`config.mk`:
```
export PLATFORM = sky130hd
export DESIGN_NAME = m_hart_mem_arbiter
export DESIGN_NICKNAME = d
export VERILOG_FILES = /design/src/rtl/m_hart_mem_arbiter.sv
export SDC_FILE = /design/constraint.sdc
export NUM_CORES = 1
export LEC_CHECK = 0
export ABC_CLOCK_PERIOD_IN_PS = 1200
export CAP_MARGIN = 20
export CORE_AREA = 2 2 39 41
export CTS_BUF_LIST = sky130_fd_sc_hd__clkbuf_4 sky130_fd_sc_hd__clkbuf_8 sky130_fd_sc_hd__clkbuf_16
export CTS_CLUSTER_DIAMETER = 100
export DETAILED_ROUTE_END_ITERATION = 6
export DIE_AREA = 0 0 41 43
export GPL_TIMING_DRIVEN = 0
export PLACE_DENSITY = 0.5
export SYNTH_ARGS = -nofsm -noshare
export SYNTH_HDL_FRONTEND = slang
export SYNTH_SLANG_ARGS = --single-unit
export TNS_END_PERCENT = 5
```
`constraint.sdc`:
```
create_clock -name CLK -period 1.2 [get_ports CLK]
set_input_delay 0.12 -clock CLK [delete_from_list [all_inputs] [get_ports CLK]]
set_output_delay 0.12 -clock CLK [all_outputs]
set_load 0.02 [all_outputs]
```
`src/rtl/m_hart_mem_arbiter.sv`:
```
// m_hart_mem_arbiter
//   Round-robin owner of the shared memory/MMU port of an RV cluster. A hart keeps
//   the port until it yields at a commit boundary (done, not locked, memory idle);
//   every hand-over costs one dead TURN cycle, and a contested owner is forced out
//   after QUANTUM commit boundaries.
// Ports
//   CLK, RST_X   clock, asynchronous active-low reset
//   i_req        per-hart port request (level)
//   i_done       per-hart commit boundary this cycle
//   i_lock       per-hart hand-over inhibit (CSR op / PTE walk / atomic)
//   i_mem_busy   shared memory-controller busy
//   o_valid      a hart owns the port
//   o_sel        index of the owning or most recent hart
//   o_grant      one-hot owner, zero when o_valid=0
//   o_core_busy  per-hart busy: owner sees i_mem_busy, others see 1
//   o_grant_cnt  (ARB_PERF_CNT_EN only) 32-bit GRANT-entry count per hart
// Configuration macro: ARB_PERF_CNT_EN
module m_hart_mem_arbiter #(
   parameter  int unsigned N_HARTS = 1,
   parameter  int unsigned QUANTUM = 4,
   localparam int unsigned SELW    = $clog2(N_HARTS + 1)
) (
   input  logic               CLK,
   input  logic               RST_X,
   input  logic [N_HARTS-1:0] i_req,
   input  logic [N_HARTS-1:0] i_done,
   input  logic [N_HARTS-1:0] i_lock,
   input  logic               i_mem_busy,
   output logic               o_valid,
   output logic [SELW-1:0]    o_sel,
   output logic [N_HARTS-1:0] o_grant,
   output logic [N_HARTS-1:0] o_core_busy
`ifdef ARB_PERF_CNT_EN
   ,
   output logic [32*N_HARTS-1:0] o_grant_cnt
`endif
);

   localparam int unsigned CW = $clog2(QUANTUM + 1);

   localparam logic [1:0] S_IDLE  = 2'd0;
   localparam logic [1:0] S_GRANT = 2'd1;
   localparam logic [1:0] S_TURN  = 2'd2;

   logic [1:0]         r_state;
   logic [1:0]         w_state_nxt;
   logic [SELW-1:0]    r_sel;
   logic [SELW-1:0]    w_sel_nxt;
   logic [SELW-1:0]    r_ptr;
   logic [SELW-1:0]    w_ptr_nxt;
   logic [CW-1:0]      r_cnt;
   logic [CW-1:0]      w_cnt_nxt;
   logic               r_valid;
   logic [N_HARTS-1:0] r_grant;
   logic [N_HARTS-1:0] w_grant_nxt;
   logic [N_HARTS-1:0] w_own;
   logic               w_req_own;
   logic               w_others;
   logic               w_yield;
   logic [SELW-1:0]    w_base;
   logic [SELW-1:0]    w_pick;

   // One-hot decode of the current owner index
   always_comb begin
      w_own = '0;
      for (int g = 0; g < int'(N_HARTS); g++) begin
         w_own[g] = (r_sel == SELW'(g));
      end
   end

   assign w_req_own = |(i_req & w_own);
   assign w_others  = |(i_req & ~w_own);
   assign w_yield   = (|(i_done & w_own & ~i_lock)) & ~i_mem_busy;

   // After TURN the search starts past the old owner, otherwise past the rr pointer
   assign w_base = (r_state == S_TURN) ? r_sel : r_ptr;

   // Round-robin pick: requester with the smallest forward distance from w_base+1
   always_comb begin
      int best;
      int d;
      best   = int'(N_HARTS);
      d      = 0;
      w_pick = w_base;
      for (int g = 0; g < int'(N_HARTS); g++) begin
         if (i_req[g]) begin
            d = g + int'(N_HARTS) - int'(w_base) - 1;
            if (d >= int'(N_HARTS)) d = d - int'(N_HARTS);
            if (d < best) begin
               best   = d;
               w_pick = SELW'(g);
            end
         end
      end
   end

   // Next-state and next-owner logic
   always_comb begin
      w_state_nxt = r_state;
      w_sel_nxt   = r_sel;
      w_ptr_nxt   = r_ptr;
      w_cnt_nxt   = r_cnt;
      case (r_state)
         S_IDLE, S_TURN: begin
            if (|i_req) begin
               w_state_nxt = S_GRANT;
               w_sel_nxt   = w_pick;
               w_ptr_nxt   = w_pick;
               w_cnt_nxt   = '0;
            end else begin
               w_state_nxt = S_IDLE;
            end
         end
         S_GRANT: begin
            if (w_yield) begin
               if (!w_req_own || (w_others && ((r_cnt + CW'(1)) == CW'(QUANTUM)))) begin
                  w_state_nxt = S_TURN;
                  w_cnt_nxt   = '0;
               end else if (w_others) begin
                  w_cnt_nxt = r_cnt + CW'(1);
               end else begin
                  w_cnt_nxt = '0;
               end
            end
         end
         default: begin
            w_state_nxt = S_IDLE;
         end
      endcase
   end

   always_comb begin
      w_grant_nxt = '0;
      for (int g = 0; g < int'(N_HARTS); g++) begin
         w_grant_nxt[g] = (w_state_nxt == S_GRANT) && (w_sel_nxt == SELW'(g));
      end
   end

   // State and registered outputs
   always_ff @(posedge CLK or negedge RST_X) begin
      if (!RST_X) begin
         r_state <= S_IDLE;
         r_sel   <= '0;
         r_ptr   <= SELW'(N_HARTS - 1);
         r_cnt   <= '0;
         r_valid <= 1'b0;
         r_grant <= '0;
      end else begin
         r_state <= w_state_nxt;
         r_sel   <= w_sel_nxt;
         r_ptr   <= w_ptr_nxt;
         r_cnt   <= w_cnt_nxt;
         r_valid <= (w_state_nxt == S_GRANT);
         r_grant <= w_grant_nxt;
      end
   end

   assign o_valid = r_valid;
   assign o_sel   = r_sel;
   assign o_grant = r_grant;

   // Only the owner sees the live memory busy; everyone else is stalled
   always_comb begin
      o_core_busy = '1;
      for (int g = 0; g < int'(N_HARTS); g++) begin
         if (r_valid && r_grant[g]) o_core_busy[g] = i_mem_busy;
      end
   end

`ifdef ARB_PERF_CNT_EN
   logic [N_HARTS-1:0][31:0] r_gcnt;
   logic                     w_enter;

   assign w_enter = (r_state != S_GRANT) && (w_state_nxt == S_GRANT);

   // GRANT-entry counters, wrapping
   always_ff @(posedge CLK or negedge RST_X) begin
      if (!RST_X) begin
         r_gcnt <= '0;
      end else if (w_enter) begin
         for (int g = 0; g < int'(N_HARTS); g++) begin
            if (w_sel_nxt == SELW'(g)) r_gcnt[g] <= r_gcnt[g] + 32'd1;
         end
      end
   end

   assign o_grant_cnt = r_gcnt;
`else
   // No performance counters in this build
`endif

endmodule

```
==> results.md <==
- Leakage: 0.152 nW
- Router iterations before antenna repair: 2
- Row count: 14
- Headroom to the max-slew limit: 0.843
- Syn nets: 23
- Chip width: 41 um
- CP Launch Point: i_mem_busy
- Post-synthesis cell area: 218 um^2
- Htree depth: 1
- Cts hold-fix bufs: 0
- Syn Inst Count: 17
- Worst hold path type: in -> async
- Critical Path End: o_core_busy
- Reg-to-reg critical path startpoint: o_sel
- Clock Skews: 0.00345 ns
- CTS buffer count: 3
- Worst-Skew Late Latency: 0.24 ns
- Unrepaired setup endpoints after global routing: no
- Core area: 1380 um^2
- Slew Limit Fails: 0
- Starting density of the core: 0.157
- Top cell type's share of synthesized area: 0.575
- Die Y: 43 um
- # fillers: 145
- Non-Filler Instances: 46
- Peak VDD IR: 0.826 mV
- Largest net degree at the start of global routing: 6
- Crit path required time: 1.08 ns
- DR iter-0 viols: 4
- CP endpoint kind: output pin
- First-pass GRT wire length: 710 um
- CP max FO: 2
- ANT cells: 0
- Vias after detailed routing: 187
- #FFs+latches synth: 5
- DRC: 0
- R2R Path End: o_valid
- Reg2Reg Depth: 2
- Routed WL per cell: 10.3 um
- Die area: 1760 um^2
- Number of flops mapped to enable cells by yosys: 0
- Yosys top cell by area: dfrtp_1
- CTS tree: yes
- GRT Total Usage: 0.0716
- Remaining global-route overflow: 0
- Worst Setup Start Kind: primary input
- Sequential-to-total area share from yosys stat: 0.575
- Detailed Place HPWL: 353 um
- CTS root buffer: clkbuf_4
- Via count of the first global-routing pass: 174
- Initial antenna violation count: 0
- Final Cell Area: 353 um^2
- Power Density: 1860 nW/um^2
- Layout Nets: 37
- Total Negative Setup Slacks: 0 ns
- Main area contributors after synthesis: dfrtp_1, a2bb2oi_1, nand2b_1
- Inst Count DP: 42
- Fmax: 878 MHz
- Async set or reset register ratio after synthesis: 1.00
- Post-Route WL: 475 um
- Outcome: finished, final reports clean
- Worst hold slack: 0.100 ns
- Via/cell ratio: 4.07
- Boundary Pins: 10
- Fin. Hold Viols: 0
- I/O Buffers: 9
- Yosys cell types: 10
- Warnings from Yosys: 0
- Final period utilization: 0.949
- Gpl congestion: 0.591
- Worst endpoint data arrival time: 1.02 ns
- Most frequent cells after synthesis: dfrtp_1, a2bb2oi_1, nand2b_1, or2_2
- CTS Sinks: 5
- Min Tclk post-route: 1.14 ns
- Slew at the pin with the worst max-slew slack: 0.235 ns
- Area delta synth->final: 62.1%
- Clk pin slew, worst setup/hold paths: 0.05 ns
- Avg Cell Area, Syn: 12.8 um^2
- Final setup viols: 0
- Max Root-Sink Buffers: 2
- Top FF cell, synth: dfrtp_1
- Max-cap violations: 0
- Worst R2R Setup Slack: 0.22 ns
- Post-DP Area: 328 um^2
- CP Class: in -> out
- Most numerous cell in the Yosys netlist: dfrtp_1
- Layout cell share with drive strength beyond 1: 0.267
- Residual antenna-violating net count after detailed routing: 0
-- through the flow --
step	total power, W	util	worst slack (ns)
finish	0.000655	0.255	0.0614
CTS	0.000671	0.255	0.0490
global route	0.000717	0.255	0.0111
global placement	0.000465	0.237	-0.216
floorplan	0.000360	-	0.165
detailed placement	0.000467	0.237	-0.218
-- layout make-up --
type | count | area (um^2) | area share
sequential | 5 | 125 | 0.355
multi-input combinational | 12 | 92.6 | 0.262
timing repair buffer | 9 | 85.1 | 0.241
clock buffer | 4 | 30.0 | 0.0851
tap | 16 | 20.0 | 0.0567
-- worst min path at each step --
stage	from	end	slack (ns)	cells past startpoint
2_1_floorplan	RST_X	o_grant	-0.18	0
3_3_place_gp	RST_X	o_grant	0.36	1
3_5_place_dp	RST_X	o_grant	0.36	1
4_1_cts	RST_X	o_grant	0.1	1
5_1_grt	RST_X	o_sel	0.10	1
6_report	RST_X	o_grant	0.10	1
-- placed cells by master (no fill, tap or decap) --
cell / count
clkdlybuf4s50_1: 5
dfrtp_1: 5
clkbuf_4: 4
dlygate4sd2_1: 4
or2_2: 2
nand2b_1: 2
a2bb2oi_1: 2
or3b_4: 1
and2_1: 1
nor3_2: 1
o21ai_0: 1
o211a_1: 1
nand3b_1: 1
-- power by group --
part | switching [W] | total, W | internal [W]
Combinational | 0.000105 | 0.000198 | 0.0000930
Sequential | 0.0000242 | 0.000237 | 0.000213
Clock | 0.0000713 | 0.000220 | 0.000148
Total | 0.000200 | 0.000655 | 0.000454
-- critical path: stages --
cell	delay, ns
clkdlybuf4s50_1	0.47
nand3b_1	0.10
dlygate4sd2_1	0.33
-- logic make-up (layout without fill, tap and decap cells) --
group                  after synthesis  after routing  synth area share
buffers and inverters                0             13                 0
AO/OA/AOI/OAI                        4              4             0.149
flip-flops                           5              5             0.575
AND/OR/NAND/NOR                      8              8             0.276
-- registers in the layout (all words and copies together), names as in the netlist --
name / cells
o_grant: 1
o_sel: 1
o_valid: 1
r_state: 2
-- repair_timing --
item	in CTS	in global routing
endpoints found under the setup margin	4	0
gates resized for setup	4	0
buffers inserted	0	0
-- metal layers --
metal	vias up	GRT usage	part of all wire
met5	-	0	0
met1	85	0.0784	0.43
met3	2	0.0942	0.19
li1	87	-	-
met4	0	0.0400	0.013
met2	13	0.0719	0.37
No activity file was read; power rests on OpenSTA's default activity.
